--- config.mk ---
export PLATFORM = sky130hd
export DESIGN_NAME = ar_credit_ctrl
export DESIGN_NICKNAME = d
export VERILOG_FILES = /design/src/rtl/ar_credit_ctrl.sv
export SDC_FILE = /design/constraint.sdc
export NUM_CORES = 1
export LEC_CHECK = 0
export BUFFER_PORTS_ARGS = -buffer_cell sky130_fd_sc_hd__buf_2
export CAP_MARGIN = 20
export CORE_MARGIN = 10
export CORE_UTILIZATION = 38
export CTS_BUF_LIST = sky130_fd_sc_hd__clkbuf_4 sky130_fd_sc_hd__clkbuf_8 sky130_fd_sc_hd__clkbuf_16
export DETAILED_ROUTE_END_ITERATION = 10
export GPL_TIMING_DRIVEN = 0
export SLEW_MARGIN = 20
export SYNTH_ARGS = -nofsm -noshare
export SYNTH_HDL_FRONTEND = slang
export SYNTH_SLANG_ARGS = --single-unit
--- constraint.sdc ---
create_clock -name clk -period 5.7 [get_ports clk]
set_clock_uncertainty 0.15 [all_clocks]
set_input_delay 0.285 -clock clk [delete_from_list [all_inputs] [get_ports clk]]
set_output_delay 0.285 -clock clk [all_outputs]
set_load 0.005 [all_outputs]
--- src/rtl/ar_credit_ctrl.sv ---
// ar_credit_ctrl: flow-control scheduler for the AR engine's enable input.
// It admits a new AR burst only when the read-data buffer has room for a
// worst-case burst and the outstanding-transaction limit has not been reached.
// It tracks beats reserved by issued ARs, beats already buffered, and open ARs.
//
// Ports:
//   clk, rstn          clock, synchronous active-low reset
//   clear_i            synchronous soft clear (same effect as reset)
//   pause_i            forces enable_o low; counters keep updating
//   ar_fire_i/ar_len_i AR handshake and its arlen
//   r_fire_i/r_last_i  R beat accepted into the buffer and its rlast
//   buf_pop_i          one beat removed from the buffer by the consumer
//   enable_o           AR engine enable
//   inflight_beats_o   beats requested but not yet received
//   buffered_beats_o   beats currently in the buffer
//   outstanding_o      AR transactions without a received rlast
//   idle_o             all counters zero
//   err_o              sticky protocol/overflow error
module ar_credit_ctrl #(
  parameter int unsigned AXI_MAX_ARLEN   = 15,
  parameter int unsigned BUF_DEPTH       = 128,
  parameter int unsigned MAX_OUTSTANDING = 4,
  parameter int unsigned CNT_W           = $clog2(BUF_DEPTH + 1),
  parameter int unsigned TXN_W           = $clog2(MAX_OUTSTANDING + 1)
) (
  input  logic             clk,
  input  logic             rstn,
  input  logic             clear_i,
  input  logic             pause_i,
  input  logic             ar_fire_i,
  input  logic [7:0]       ar_len_i,
  input  logic             r_fire_i,
  input  logic             r_last_i,
  input  logic             buf_pop_i,
  output logic             enable_o,
  output logic [CNT_W-1:0] inflight_beats_o,
  output logic [CNT_W-1:0] buffered_beats_o,
  output logic [TXN_W-1:0] outstanding_o,
  output logic             idle_o,
  output logic             err_o
);

  localparam int unsigned MaxBurst     = AXI_MAX_ARLEN + 1;
  // Largest reservation that still leaves room for one worst-case burst.
  localparam int unsigned ReserveLimit = BUF_DEPTH - MaxBurst;

  logic [CNT_W-1:0] inflight_q, inflight_d;
  logic [CNT_W-1:0] buffered_q, buffered_d;
  logic [TXN_W-1:0] outstanding_q, outstanding_d;
  logic             err_q, err_d;

  logic [CNT_W:0]   reserved;
  logic [CNT_W:0]   burst_beats;
  logic [CNT_W:0]   inflight_sum;
  logic [CNT_W:0]   buffered_sum;
  logic [TXN_W:0]   outstanding_sum;
  logic             infl_uflow, buf_uflow, out_uflow;
  logic             infl_dec, buf_dec, out_dec;
  logic             len_bad, fire_bad, overflow;

  // Depends on registered state and pause only, never on the fire strobes.
  assign reserved = {1'b0, inflight_q} + {1'b0, buffered_q};
  assign enable_o = !pause_i
                    && (reserved <= (CNT_W + 1)'(ReserveLimit))
                    && (outstanding_q < TXN_W'(MAX_OUTSTANDING));

  always_comb begin
    burst_beats = '0;
    if (ar_fire_i) begin
      burst_beats = (CNT_W + 1)'(ar_len_i) + (CNT_W + 1)'(1);
    end

    // A decrement on an empty counter is an error unless a same-cycle
    // increment covers it; the suppressed decrement saturates at zero.
    infl_uflow = r_fire_i && (inflight_q == '0) && !ar_fire_i;
    buf_uflow  = buf_pop_i && (buffered_q == '0) && !r_fire_i;
    out_uflow  = r_fire_i && r_last_i && (outstanding_q == '0) && !ar_fire_i;
    infl_dec   = r_fire_i && !infl_uflow;
    buf_dec    = buf_pop_i && !buf_uflow;
    out_dec    = r_fire_i && r_last_i && !out_uflow;

    inflight_sum    = {1'b0, inflight_q} + burst_beats - (CNT_W + 1)'(infl_dec);
    buffered_sum    = {1'b0, buffered_q} + (CNT_W + 1)'(r_fire_i) - (CNT_W + 1)'(buf_dec);
    outstanding_sum = {1'b0, outstanding_q} + (TXN_W + 1)'(ar_fire_i)
                      - (TXN_W + 1)'(out_dec);

    inflight_d    = inflight_sum[CNT_W-1:0];
    buffered_d    = buffered_sum[CNT_W-1:0];
    outstanding_d = outstanding_sum[TXN_W-1:0];

    // Carry out of the widened sums means the counter wrapped.
    overflow = inflight_sum[CNT_W] || buffered_sum[CNT_W] || outstanding_sum[TXN_W];
    len_bad  = 32'(ar_len_i) > AXI_MAX_ARLEN;
    // An unpermitted fire is still counted above; it only raises err.
    fire_bad = ar_fire_i && (!enable_o || len_bad);

    err_d = err_q || infl_uflow || buf_uflow || out_uflow || fire_bad || overflow;
  end

  always_ff @(posedge clk) begin
    if (!rstn || clear_i) begin
      inflight_q    <= '0;
      buffered_q    <= '0;
      outstanding_q <= '0;
      err_q         <= 1'b0;
    end else begin
      inflight_q    <= inflight_d;
      buffered_q    <= buffered_d;
      outstanding_q <= outstanding_d;
      err_q         <= err_d;
    end
  end

  assign inflight_beats_o = inflight_q;
  assign buffered_beats_o = buffered_q;
  assign outstanding_o    = outstanding_q;
  assign err_o            = err_q;
  assign idle_o           = (inflight_q == '0) && (buffered_q == '0) && (outstanding_q == '0);

endmodule

==> results.md, run 1 <==
* Row cnt at 26
* PnR worst setup slack at 2.115 ns
* Syn avg cell area at 8.214 um^2
* DRT Pass-1 Iters at 4
* Yosys cell types at 44
* Largest net degree at the start of global routing at 12
* Max frequency at 278.9 MHz
* Mapped Area at 0.002095 mm^2
* Worst setup EP type: flop
* GRT Overall Usage at 11.51%
* CP max FO at 4
* MaxCap Viol Count at 0
* Power Density at 465.8 mW/mm^2
* WHS at 0.2330 ns
* Ports at 38
* Final HPWL DP at 4.342 mm
* Share of the synthesized area in the top cell type at 24.49%
* P&R area growth vs syn at 15.65%
* Leakage at 0.001190 uW
* Number of clock sinks at 20
* Core box area at 0.005238 mm^2
* Post-Place Setup Slack at 2.117 ns
* Gate power share at 69.5%
* Tmin final at 3.585 ns
* Fin crit share at 62.89%
* Drt drc at 0
* Sequential-to-total area share from yosys stat at 19.12%
* Critical path class: reg -> reg
* Cts repair resizes at 0
* ANT cells at 0
* Switching part of the total at 45.88%
* Final ANT Viol Nets at 0
* Vias per cell at 4.964
* Req. time, crit path at 5.69 ns
* Starting Density at 39.99%
* Syn nets at 316
* Initial antenna violation count at 0
* Reg power frac at 20.2%
* First-pass GRT wire length at 8.293 mm
* Post-Syn Instances at 255
* Worst VDD drop at 0.0001584 V
* Ys async rst share at 0%
* Clock Latency Late Sink at 0.27 ns
* Outcome: finished, final reports clean
* Final hold viol count at 0
* Number of flops mapped to enable cells by yosys at 0
* Clk root buf: clkbuf_8
* Initial DRC count at 37
* RSZ-0062 raised after global routing: no
* Max Slew Vio Count at 0
* Synth Flop Type: dfxtp_1
* Grt ovf at 0
* Yosys Warn Count at 0
* Post-synth top cells: ha_1 (41), inv_1 (40), dfxtp_1 (20), nor2_1 (19), xnor2_1 (14)
* Area leader, netlist: ha_1
* Hold-fix buffers, CTS at 0
* Flops & latches, synth at 20
* Chip height at 94.24 um
* Vias in the first global route at 1,779
* H-Tree Depth at 1
* Worst Tran Pin Value at 0.6480 ns
* Share of post-route cells with drive strength above 1 at 16.89%
* NetSw at 517.7 uW
* Die area at 0.008881 mm^2
* Clk buf depth at 2
* Clock slew at the register clock pins of the worst setup and hold paths at 0.09 ns
* Max-slew headroom at 55.68%
* Postcts setup bufs at 0
* Most area-consuming cells after synthesis: ha_1 (24%), dfxtp_1 (19%), inv_1 (7.2%)
* I/O Buffers at 37
* Startpoint types: flop
* Count leader, synth: ha_1
* Worst min-delay path class: in -> reg
* Total Wirelength at 5.047 mm
* Setup TNS at 0 ns
* Crit path DAT at 3.58 ns
* Via count at 1,817
* CTS tree: yes
* Layout Nets at 358
* Clock share of power at 10.3%
* Die W at 94.24 um
* Final setup viols at 0
* Num CTS Buffers at 3
* P_int at 610.6 uW
* Drt wl/cell at 13.79 um
* Placer Congestion at 0.8746
==> power by group through the flow <==
stage	clock network, uW	logic [uW]	registers, uW
global placement	0	779	235
finish	116	784	228
CTS	117	793	230
floorplan	0	604	221
detailed placement	0	786	233
global route	122	898	235
==> registers in the layout, summed over array words and instances, names as in the netlist <==
register and cells:
outstanding_o 3, inflight_beats_o 8, err_o 1, buffered_beats_o 8
==> cells in the final DEF (no fill, tap or decap), drive strengths merged, types with 2 or more instances in the layout <==
cell / instances
a211oi: 3
buf: 38
nor2b: 4
a2111oi: 3
ha: 41
fa: 4
nor2: 20
inv: 40
xor2: 8
and3: 2
clkbuf: 5
o21bai: 3
nand2b: 6
a211o: 2
nor3b: 2
a21oi: 14
nand2: 13
nor3: 12
or4: 3
dfxtp: 20
xnor2: 14
o21ai: 3
and2: 5
o21a: 2
nand4: 2
o31ai: 2
nor4: 2
nand3: 9
a21o: 5
==> layout make-up <==
cell class	count	area, um^2
sequential	20	400.4
fill	548	2815
multi-input combinational	193	1529
clock buffer	4	55.05
tap	70	87.58
inverter	40	150.1
buffer	2	15.01
timing repair buffer	37	185.2
==> worst paths after layout <==
kind / slack (ns) / end / depth (start not counted) / start
worst min-delay path: 0.23 / err_o$_SDFF_PP0_ / 3 / buf_pop_i
worst max-delay path: 2.12 / err_o$_SDFF_PP0_ / 13 / inflight_beats_o[0]$_SDFF_PP0_
worst min register to register: 0.51 / err_o$_SDFF_PP0_ / 3 / err_o$_SDFF_PP0_
worst max register to register: 2.12 / err_o$_SDFF_PP0_ / 13 / inflight_beats_o[0]$_SDFF_PP0_
==> worst max-delay path, stage by stage, from the launching register on <==
cell and delay, ns:
dfxtp_1 0.36, or4_1 0.56, nor3_1 0.27, nor2b_1 0.11, ha_1 0.29, inv_1 0.04
ha_1 0.20, fa_1 0.43, a211oi_1 0.24, nor2_1 0.12, o22ai_1 0.15, xnor2_1 0.12
a2111oi_1 0.30, a31oi_1 0.14
==> stage by stage <==
step                      total power (uW)  util (%)  cell area, um^2  instances
after CTS                             1140     46.25             2422        366
after global routing                  1255     46.25             2422        366
after detailed placement              1019     45.20             2367        362
after global placement                1014     45.20             2367        362
after floorplan                      825.1         -             2095        255
final                                 1128     46.25             2422        366
==> logic make-up after synthesis <==
logic type	share of synthesized area [%]
and+or+nand+nor	20.31
DFF	19.12
adders and majority gates	28.32
AOI/OAI and AO/OA	14.64
buffers and inverters	7.885
muxes	0.5376
xor gates and xnor gates	9.200
==> routing by layer <==
| metal | share of wire (%) | up-vias | global-route usage (%) |
|---|---|---|---|
| met2 | 46 | 29 | 19.57 |
| met4 | 0.77 | 0 | 3.038 |
| met1 | 48 | 825 | 14.38 |
| li1 | - | 959 | - |
| met3 | 4.9 | 4 | 2.158 |
| met5 | 0 | - | 0 |
(Power assumes the default switching activity.)
==> run 2: changes to the inputs <==
--- a/config.mk
+++ b/config.mk
@@ -5,6 +5,7 @@
 export SDC_FILE = /design/constraint.sdc
 export NUM_CORES = 1
 export LEC_CHECK = 0
+export ABC_AREA = 1
 export BUFFER_PORTS_ARGS = -buffer_cell sky130_fd_sc_hd__buf_2
 export CAP_MARGIN = 20
 export CORE_MARGIN = 10
==> constraint.sdc (replaced) <==
create_clock -name clk -period 3.35 [get_ports clk]
set_clock_uncertainty 0.15 [all_clocks]
set_input_delay 0.1675 -clock clk [delete_from_list [all_inputs] [get_ports clk]]
set_output_delay 0.1675 -clock clk [all_outputs]
set_load 0.005 [all_outputs]
==> run 2 against run 1 <==
Net effect: sequential share of layout area shrank 1.0 points; count of clock-buffer cells in the layout decreased by 1; worst setup slack got worse by 1.9 ns; design area up 13%; via count increased by 21%; sequential cell count unchanged; critical path depth rose by 5; maximum frequency grew 14%; total power increased by 28%; hold slack got worse by 0.14 ns; die area rose by 5.9%; register-to-register slack worse by 1.9 ns.
==> results.md, run 2 <==
* Num CTS Buffers at 3
* P_int at 803.6 uW
* Clock slew at the register clock pins of the worst setup and hold paths at 0.09 ns
* Syn avg cell area at 6.562 um^2
* Commonest non-fill, non-tap cells in the layout: inv_1 (77), nand2_1 (58), buf_2 (38)
* Post-Syn Instances at 343
* Max Slew Vio Count at 0
* Ports at 38
* Die area at 0.009402 mm^2
* Yosys Warn Count at 0
* Sequential-to-total area share from yosys stat at 17.79%
* Req. time, crit path at 3.38 ns
* First-pass GRT wire length at 9.349 mm
* Register Area at 422.9 um^2
* Starting Density at 39.90%
* XOR/XNOR Fraction of Synth Area at 1.556%
* I/O Buffers at 37
* Multi-input gate area at 0.001570 mm^2
* Clk root buf: clkbuf_8
* Row cnt at 27
* Final HPWL DP at 4.719 mm
* Reg power frac at 23.2%
* Switching part of the total at 44.20%
* MaxCap Viol Count at 0
* Critical path class: reg -> reg
* Final ANT Viol Nets at 0
* Startpoint types: flop
* Final setup viols at 0
* GRT Overall Usage at 11.55%
* Drt wl/cell at 12.30 um
* Ys async rst share at 0%
* Clock share of power at 17.6%
* CTS tree: yes
* Crit path DAT at 3.17 ns
* Outcome: finished, final reports clean
* Layout Nets at 454
* Leakage at 0.001498 uW
* Vias in the first global route at 1,966
* Max frequency at 318.0 MHz
* Most area-consuming cells after synthesis: ha_1 (23%), dfxtp_1 (18%), inv_1 (14%)
* Yosys cell types at 29
* Worst setup EP type: flop
* Max-slew headroom at 71.60%
* Clk buf depth at 2
* Flops & latches, synth at 20
* Main combinational cell family by area after synthesis: simple AND/OR/NAND/NOR gates
* Chip height at 96.97 um
* Most common cell after layout, fill and taps aside: inv_1
* Placer Congestion at 0.8646
* CP max FO at 4
* Via count at 2,201
* Drt drc at 0
* Number of clock sinks at 20
* Hold-fix buffers, CTS at 0
* Initial DRC count at 99
* NetSw at 636.5 uW
* Post-synth top cells: inv_1 (83), nand2_1 (60), ha_1 (41), nand3_1 (28), nor2_1 (24)
* Syn nets at 404
* Worst min-delay path class: in -> reg
* Gate power share at 59.1%
* H-Tree Depth at 1
* Final hold viol count at 0
* Tmin final at 3.145 ns
* Worst Tran Pin Value at 0.4206 ns
* Fill cells at 593
* P&R area growth vs syn at 21.35%
* Fin crit share at 93.88%
* Mapped Area at 0.002251 mm^2
* Core box area at 0.005642 mm^2
* Setup TNS at 0 ns
* Power Density at 527.2 mW/mm^2
* Worst VDD drop at 0.0002647 V
* Number of flops mapped to enable cells by yosys at 0
* Initial antenna violation count at 0
* Die W at 96.97 um
* Share of post-route cells with drive strength above 1 at 21.68%
* Grt ovf at 0
* Design Power at 1440 uW
* Share of the synthesized area in the top cell type at 22.79%
* Count leader, synth: inv_1
* ANT cells at 0
* Area leader, netlist: ha_1
* Largest net degree at the start of global routing at 13
* Adder-cell share of the synthesized area at 26.35%
* Non-filler cells, final at 464
* Inst Count DP at 452
* Total Wirelength at 5.707 mm
* Mux contribution to synthesized area at 0%
* WHS at 0.09299 ns
* Compound-Gate Fraction of Synth Area at 12.28%
* Vias per cell at 4.744
* Simple-Gate Fraction of Synth Area at 27.29%
* Clock Latency Late Sink at 0.27 ns
* DRT Pass-1 Iters at 4
* Synth Flop Type: dfxtp_1
## run 2: cell types whose count changed after synthesis, moves of 5 or more
cell,before,now
nor3_1,12,7
nand3_1,9,28
nor2_1,19,24
inv_1,40,83
xnor2_1,14,0
nand2_1,13,60
a21oi_1,12,23
o21ai_0,1,17
nand2b_1,6,0
a21o_1,5,0
## run 2: final timing paths
| check | start | end | slack (ns) | cells after the start |
|---|---|---|---|---|
| setup / recovery | inflight_beats_o[7]$_SDFF_PP0_ | err_o$_SDFF_PP0_ | 0.20 | 18 |
| hold / removal | clear_i | buffered_beats_o[5]$_SDFF_PP0_ | 0.09 | 4 |
| setup reg to reg | inflight_beats_o[7]$_SDFF_PP0_ | err_o$_SDFF_PP0_ | 0.20 | 18 |
| hold reg to reg | buffered_beats_o[5]$_SDFF_PP0_ | buffered_beats_o[6]$_SDFF_PP0_ | 0.56 | 2 |
## run 2: cells by family after synthesis
logic type	after synthesis
flip-flops	20
XOR/XNOR	4
buffers and inverters	88
AO/OA/AOI/OAI	50
AND/OR/NAND/NOR	136
adder cells (fa/ha/maj)	45
## run 2: power by group through the flow
stage	combinational [uW]	clock (uW)	sequential, uW
6_report	852	254	335
3_3_place_gp	774	0	339
2_1_floorplan	583	0	322
4_1_cts	782	261	334
3_5_place_dp	775	0	339
5_1_grt	983	266	342
## run 2: what timing repair did
action / 4_1_cts / 5_1_grt
endpoints found under the setup margin: 0 / 2
gates resized for setup: 0 / 31
buffers inserted: 0 / 8
## run 2: worst max-delay path, stage by stage (launching register included)
cell and delay [ns]:
dfxtp_1 0.37, nor4_2 0.28, nand3_1 0.18, nor3_2 0.19
nor2_1 0.09, ha_1 0.28, inv_1 0.04, ha_1 0.22
fa_2 0.37, nand3_1 0.08, nand3_1 0.12, nand2_1 0.10
nand3_2 0.08, nand2_1 0.08, nand2_1 0.07, nor3_2 0.15
nand3_1 0.11, nand2_1 0.08, inv_1 0.04
## run 2: layout make-up
type                            instances  area share [%]
Multi-Input combinational cell        235           57.49
Sequential cell                        20           15.48
Inverter                               86           11.82
Timing Repair Buffer                   45           8.978
Tap cell                               72           3.298
Clock buffer                            3           1.512
Clock inverter                          1           1.099
Buffer                                  2          0.3207
## run 2: stage by stage
step	setup WS [ns]	cell area [um^2]	util [%]
finish	0.2050	2731	48.41
floorplan	0.5159	2251	-
CTS	0.08425	2597	46.04
global placement	0.07259	2526	44.78
detailed placement	0.1008	2526	44.78
global route	-0.03345	2731	48.41
## run 2: per-layer routing
layer	part of all wire, %	GRT usage (%)
met1	49	15.59
met5	0	0
met3	4.2	1.916
met2	47	18.66
met4	0	2.368
